`src/rtl/im_access_ctrl_if.sv`:
```
// Requester-side bundle for im_access_ctrl: CPU fetch port plus program-loader burst port.
// The master modport is the requester side and the slave modport is the controller side.
interface im_access_ctrl_if #(
  parameter int DataSize = 32,
  parameter int AddrSize = 10
);
  logic                fetch_req;
  logic [AddrSize-1:0] fetch_addr;
  logic                fetch_gnt;
  logic                fetch_valid;
  logic [DataSize-1:0] fetch_data;

  logic                load_start;
  logic [AddrSize-1:0] load_base;
  logic [AddrSize:0]   load_len;
  logic                load_wvalid;
  logic [DataSize-1:0] load_wdata;
  logic                load_wready;
  logic                load_busy;
  logic                load_done;

  modport master (
    output fetch_req, fetch_addr, load_start, load_base, load_len, load_wvalid, load_wdata,
    input  fetch_gnt, fetch_valid, fetch_data, load_wready, load_busy, load_done
  );

  modport slave (
    input  fetch_req, fetch_addr, load_start, load_base, load_len, load_wvalid, load_wdata,
    output fetch_gnt, fetch_valid, fetch_data, load_wready, load_busy, load_done
  );
endinterface

```
`src/rtl/im_access_ctrl.sv`:
```
// Single-port instruction memory arbiter: CPU fetch reads vs. loader burst writes.
// Round-robin resolves contention while a burst is active; fetch owns the port when idle.
module im_access_ctrl #(
  parameter int DataSize = 32,
  parameter int AddrSize = 10,
  parameter int MemSize  = 1024
) (
  input  logic                clk,
  input  logic                rst,
  im_access_ctrl_if.slave     bus,
  output logic                im_enable_mem,
  output logic                im_enable_fetch,
  output logic                im_enable_write,
  output logic [AddrSize-1:0] im_address,
  output logic [DataSize-1:0] im_din,
  input  logic [DataSize-1:0] im_dout
);

  typedef enum logic {IDLE, LOAD} state_t;
  typedef enum logic {RR_FETCH, RR_LOAD} rr_t;

  state_t              state_q, state_d;
  rr_t                 rr_last_q, rr_last_d;
  logic [AddrSize-1:0] cur_addr_q, cur_addr_d;
  logic [AddrSize:0]   remaining_q, remaining_d;
  logic                fetch_valid_q, fetch_valid_d;
  logic                load_done_q, load_done_d;
  logic                gnt_fetch, gnt_write;

  always_ff @(posedge clk or negedge rst) begin
    if (!rst) begin
      state_q       <= IDLE;
      rr_last_q     <= RR_FETCH;
      cur_addr_q    <= '0;
      remaining_q   <= '0;
      fetch_valid_q <= 1'b0;
      load_done_q   <= 1'b0;
    end else begin
      state_q       <= state_d;
      rr_last_q     <= rr_last_d;
      cur_addr_q    <= cur_addr_d;
      remaining_q   <= remaining_d;
      fetch_valid_q <= fetch_valid_d;
      load_done_q   <= load_done_d;
    end
  end

  always_comb begin
    state_d     = state_q;
    rr_last_d   = rr_last_q;
    cur_addr_d  = cur_addr_q;
    remaining_d = remaining_q;
    load_done_d = 1'b0;
    gnt_fetch   = 1'b0;
    gnt_write   = 1'b0;

    unique case (state_q)
      IDLE: begin
        gnt_fetch = bus.fetch_req;
        if (bus.load_start) begin
          if (bus.load_len != '0) begin
            state_d     = LOAD;
            cur_addr_d  = bus.load_base;
            remaining_d = bus.load_len;
          end else begin
            load_done_d = 1'b1;
          end
        end
      end
      LOAD: begin
        // Contested cycles go to whoever did not win the previous contest.
        if (bus.fetch_req && bus.load_wvalid) begin
          gnt_write = (rr_last_q == RR_FETCH);
          gnt_fetch = !gnt_write;
          rr_last_d = gnt_write ? RR_LOAD : RR_FETCH;
        end else begin
          gnt_fetch = bus.fetch_req;
          gnt_write = bus.load_wvalid;
        end
        if (gnt_write) begin
          cur_addr_d  = (cur_addr_q == AddrSize'(MemSize - 1)) ? '0
                                                               : cur_addr_q + AddrSize'(1);
          remaining_d = remaining_q - (AddrSize+1)'(1);
          if (remaining_q == (AddrSize+1)'(1)) begin
            state_d     = IDLE;
            load_done_d = 1'b1;
          end
        end
      end
      default: state_d = IDLE;
    endcase

    fetch_valid_d = gnt_fetch;

    im_enable_mem   = gnt_fetch | gnt_write;
    im_enable_fetch = gnt_fetch;
    im_enable_write = gnt_write;
    im_address      = '0;
    im_din          = '0;
    if (gnt_fetch) begin
      im_address = bus.fetch_addr;
    end else if (gnt_write) begin
      im_address = cur_addr_q;
      im_din     = bus.load_wdata;
    end
  end

  assign bus.fetch_gnt   = gnt_fetch;
  assign bus.load_wready = gnt_write;
  assign bus.fetch_valid = fetch_valid_q;
  assign bus.fetch_data  = im_dout;
  assign bus.load_busy   = (state_q == LOAD);
  assign bus.load_done   = load_done_q;

endmodule

```
`src/flat_wrapper.sv`:
```
// flat-port wrapper written by rule: the top's interface ports become plain ports
module im_access_ctrl_flat 
#(
  parameter int DataSize = 32,
  parameter int AddrSize = 10,
  parameter int MemSize  = 1024
)
  (clk, rst, im_enable_mem, im_enable_fetch, im_enable_write, im_address, im_din, im_dout, bus_fetch_req, bus_fetch_addr, bus_load_start, bus_load_base, bus_load_len, bus_load_wvalid, bus_load_wdata, bus_fetch_gnt, bus_fetch_valid, bus_fetch_data, bus_load_wready, bus_load_busy, bus_load_done);
  im_access_ctrl_if #(.DataSize(DataSize), .AddrSize(AddrSize)) bus_i ();
  input  logic clk;
  input  logic rst;
  output logic im_enable_mem;
  output logic im_enable_fetch;
  output logic im_enable_write;
  output logic [AddrSize-1:0] im_address;
  output logic [DataSize-1:0] im_din;
  input  logic [DataSize-1:0] im_dout;
  input wire logic [$bits(bus_i.fetch_req)-1:0] bus_fetch_req;
  input wire logic [$bits(bus_i.fetch_addr)-1:0] bus_fetch_addr;
  input wire logic [$bits(bus_i.load_start)-1:0] bus_load_start;
  input wire logic [$bits(bus_i.load_base)-1:0] bus_load_base;
  input wire logic [$bits(bus_i.load_len)-1:0] bus_load_len;
  input wire logic [$bits(bus_i.load_wvalid)-1:0] bus_load_wvalid;
  input wire logic [$bits(bus_i.load_wdata)-1:0] bus_load_wdata;
  output wire logic [$bits(bus_i.fetch_gnt)-1:0] bus_fetch_gnt;
  output wire logic [$bits(bus_i.fetch_valid)-1:0] bus_fetch_valid;
  output wire logic [$bits(bus_i.fetch_data)-1:0] bus_fetch_data;
  output wire logic [$bits(bus_i.load_wready)-1:0] bus_load_wready;
  output wire logic [$bits(bus_i.load_busy)-1:0] bus_load_busy;
  output wire logic [$bits(bus_i.load_done)-1:0] bus_load_done;
  assign bus_i.fetch_req = bus_fetch_req;
  assign bus_i.fetch_addr = bus_fetch_addr;
  assign bus_i.load_start = bus_load_start;
  assign bus_i.load_base = bus_load_base;
  assign bus_i.load_len = bus_load_len;
  assign bus_i.load_wvalid = bus_load_wvalid;
  assign bus_i.load_wdata = bus_load_wdata;
  assign bus_fetch_gnt = bus_i.fetch_gnt;
  assign bus_fetch_valid = bus_i.fetch_valid;
  assign bus_fetch_data = bus_i.fetch_data;
  assign bus_load_wready = bus_i.load_wready;
  assign bus_load_busy = bus_i.load_busy;
  assign bus_load_done = bus_i.load_done;
  im_access_ctrl #(.DataSize(DataSize), .AddrSize(AddrSize), .MemSize(MemSize)) u_core (.clk(clk), .rst(rst), .bus(bus_i), .im_enable_mem(im_enable_mem), .im_enable_fetch(im_enable_fetch), .im_enable_write(im_enable_write), .im_address(im_address), .im_din(im_din), .im_dout(im_dout));
endmodule
```
`config.mk`:
```
export PLATFORM = sky130hd
export DESIGN_NAME = im_access_ctrl_flat
export DESIGN_NICKNAME = d
export VERILOG_FILES = /design/src/rtl/im_access_ctrl_if.sv /design/src/rtl/im_access_ctrl.sv /design/src/flat_wrapper.sv
export SDC_FILE = /design/constraint.sdc
export NUM_CORES = 1
export LEC_CHECK = 0
export BUFFER_PORTS_ARGS = -buffer_cell sky130_fd_sc_hd__buf_2
export CAP_MARGIN = 20
export CELL_PAD_IN_SITES_DETAIL_PLACEMENT = 0
export CELL_PAD_IN_SITES_GLOBAL_PLACEMENT = 1
export CORE_ASPECT_RATIO = 0.75
export CORE_MARGIN = 5
export CORE_UTILIZATION = 26
export DETAILED_ROUTE_END_ITERATION = 8
export PLACE_DENSITY = 0.9
export SYNTH_ARGS = -nofsm -noshare
export SYNTH_HDL_FRONTEND = slang
export SYNTH_SLANG_ARGS = --single-unit
```
`constraint.sdc`:
```
create_clock -name clk -period 2.4 [get_ports clk]
set_clock_uncertainty 0.15 [all_clocks]
set_input_delay 0.48 -clock clk [delete_from_list [all_inputs] [get_ports clk]]
set_output_delay 0.48 -clock clk [all_outputs]
set_load 0.01 [all_outputs]
```
==> impl_metrics.tcl <==
set metrics [dict create \
    yosys_warnings 0 \
    status "completed" \
    post-route-period-util 0.942 \
    r2r_start "u_core.cur_addr_q[0]" \
    cp.required_ns 1.77 \
    grt_max_degree 40 \
    fmax_mhz 443 \
    synth_nets 378 \
    antenna_found_initial 1 \
    synthAdderAreaFrac 0.0168 \
    initial_core_util 0.265 \
    placementRows 29 \
    fin_tns_setup_ns 0 \
    vdd_ir_drop_max_v 0.000454 \
    cap_violations 0 \
    leakage_nw 1.44 \
    rr_worst_depth 5 \
    setup_viol 0 \
    routabilityCongestion 0.857 \
    ys_top_cells_by_count "buf_4, and3_1, dfrtp_1" \
    die_h_um 90.2 \
    drive_above_1_share 0.426 \
    synth_compound_area_frac 0.191 \
    clkSinkCount 25 \
    yosys_most_used_dff "dfrtp_1" \
    dieArea_um2 10600 \
    coreArea_um2 8420 \
    crit_arrival_ns 1.63 \
    drcViolationCount 0 \
    dr_total_vias 2410 \
    synth_top_area_cell "dfrtp_1" \
    synth_seq_area_share 0.280 \
    synthesis.area_um2 2230 \
    synthSimpleGateAreaFrac 0.299 \
    grt_pass1_vias 2518 \
    worstSkewPairLatency_ns 0.27 \
    gr-total-overflow 0 \
    rrSetupSlack_ns 0.31 \
    cp-startpoint "u_core.bus.load_busy" \
    rsz0062_at_grt "no" \
    cp-endpoint "im_din[24]" \
    fillCellCount 885 \
    hpwlAfterDp_mm 5.89 \
    drtIter0Drc 128 \
    io_pins 182 \
    cts_tree "built" \
    n_antenna_cell 0 \
    area.growth.synth_to_final_pct 24.9 \
    p_per_area_nw_per_um2 985 \
    synth_cell_types 52 \
    timing.rr.end "u_core.cur_addr_q[5]" \
    synth_area_leaders "dfrtp_1, buf_4, and3_1" \
    relSlewSlack 0.580 \
    layout.cells.non_filler 460 \
    worst-slew-pin-transition_ns 0.631 \
    nets 456 \
    synth_top_family_by_area "simple AND/OR/NAND/NOR gates" \
    drt-pass1-iter-count 4 \
    finalWirelength_mm 7.66 \
    min_path_type "in2async" \
    critPathKind "reg2out" \
    via_per_inst 5.24 \
    drtAntennaViolNets 0 \
    synthCells 275 \
    grt_pass1_wl_mm 12.3 \
    synthArstFlopShare 1.00 \
    start_kind "register" \
    cts_hold_buf 0 \
    dp_cells 456 \
    post_cts_buffers 0 \
    clk_pin_slew_ns 0.07 \
    yosysMostFrequentCell "buf_4" \
    final_max_slew_viol_count 0 \
    synthMuxAreaShare 0.0325 \
    grtUsageTotal 0.142 \
    synth_edf_count 0 \
    synth-seq-cells 25 \
    root_buffer "clkbuf_16" \
    synth_top_area_share 0.280 \
    cts_buffer_depth 2 \
    endpoint_kind "output pin" \
    hold_viol_final 0 \
    layout_min_cycle_time_ns 2.26 \
    synth_xor_area_frac 0.00392 \
    cts.htree.levels 1 \
    cts_made_buffers 3 \
    io_buffers 117 \
    die_w_um 117 \
    synth_area_per_cell_um2 8.12 \
    wire_per_inst_um 16.7 \
    critPathMaxFanout 39 \
]
-- worst max-delay path, cell delays in order (launching register included) --
cell and delay [ns]:
dfrtp_2 0.48, and2_1 0.17, buf_4 0.32, and3_1 0.25
buf_2 0.14
-- logic make-up after synthesis --
family | Yosys count
buffers and inverters | 67
XOR/XNOR | 1
flip-flops | 25
AO/OA/AOI/OAI | 54
adder cells (fa/ha/maj) | 3
multiplexers | 7
AND/OR/NAND/NOR | 118
-- metal layers --
metal  vias to the layer above  global-route usage  wire [µm]
li1                       1139                   -          -
met1                      1130               0.181       3190
met2                       119               0.221       3520
met3                        20              0.0544        803
met4                         2              0.0449        146
met5                         -                   0          7
-- what timing repair did --
item	4_1_cts	5_1_grt
gates cloned	0	0
setup endpoints to repair	1	2
resized for setup	1	1
-- report_power, final --
part           internal (W)  switching, W
registers          0.000590      0.000252
logic              0.000691      0.000827
clock network      0.000227      0.000161
-- state kept, by name, indices dropped and copies added, names as in the netlist --
register                cells
u_core.rr_last_q            1
u_core.bus.fetch_valid      1
u_core.bus.load_done        1
u_core.remaining_q         11
u_core.bus.load_busy        1
u_core.cur_addr_q          10
-- per-stage QoR --
stage / setup WS (ns) / power [W] / area, µm² / utilization / hold WS (ns)
finish: 0.140 / 0.00275 / 2790 / 0.331 / 0.0688
global route: 0.0359 / 0.00297 / 2790 / 0.331 / 0.127
CTS: 0.0950 / 0.00275 / 2790 / 0.331 / 0.0851
detailed placement: 0.155 / 0.00235 / 2710 / 0.321 / 0.357
global placement: 0.234 / 0.00231 / 2710 / 0.321 / 0.346
floorplan: 0.335 / 0.00191 / 2230 / - / 0.0344
-- cells in the final DEF (no fill, tap or decap), types with 2 or more instances in the layout --
master,instances
buf_2,117
and3_1,32
dfrtp_1,24
nand2_1,16
nand3_1,14
nor2_1,14
nor3_1,13
buf_4,12
inv_1,9
a22o_1,8
o21ai_0,8
a211oi_1,8
nor4_1,7
nand4_1,6
mux2i_1,5
o2bb2ai_1,3
o221a_2,3
o22ai_1,3
ha_1,3
clkbuf_16,3
o21a_1,2
and2_1,2
nor4_2,2
or4_4,2
mux2_2,2
o221ai_1,2
o211ai_1,2
and4_1,2
a22oi_1,2
a31oi_1,2
a21oi_1,2
-- area by class of cell --
cell class	instances	area [µm²]	area share
multi-input combinational	183	1210	0.434
timing repair buffer	130	696	0.249
sequential	25	627	0.225
tap	108	135	0.0485
clock buffer	3	75.1	0.0269
inverter	10	37.5	0.0135
clock inverter	1	7.51	0.00269
-- worst min path at each step --
stage                           from                      to  slack (ns)  cells past startpoint
global placement    u_core.rr_last_q        u_core.rr_last_q        0.35                      1
detailed placement  u_core.rr_last_q        u_core.rr_last_q        0.36                      1
CTS                              rst   u_core.remaining_q[4]        0.09                      1
floorplan                        rst  u_core.bus.fetch_valid        0.03                      0
global route                     rst    u_core.cur_addr_q[0]        0.13                      1
finish                           rst   u_core.remaining_q[4]        0.07                      1
Power figures use the tool's default switching activity.
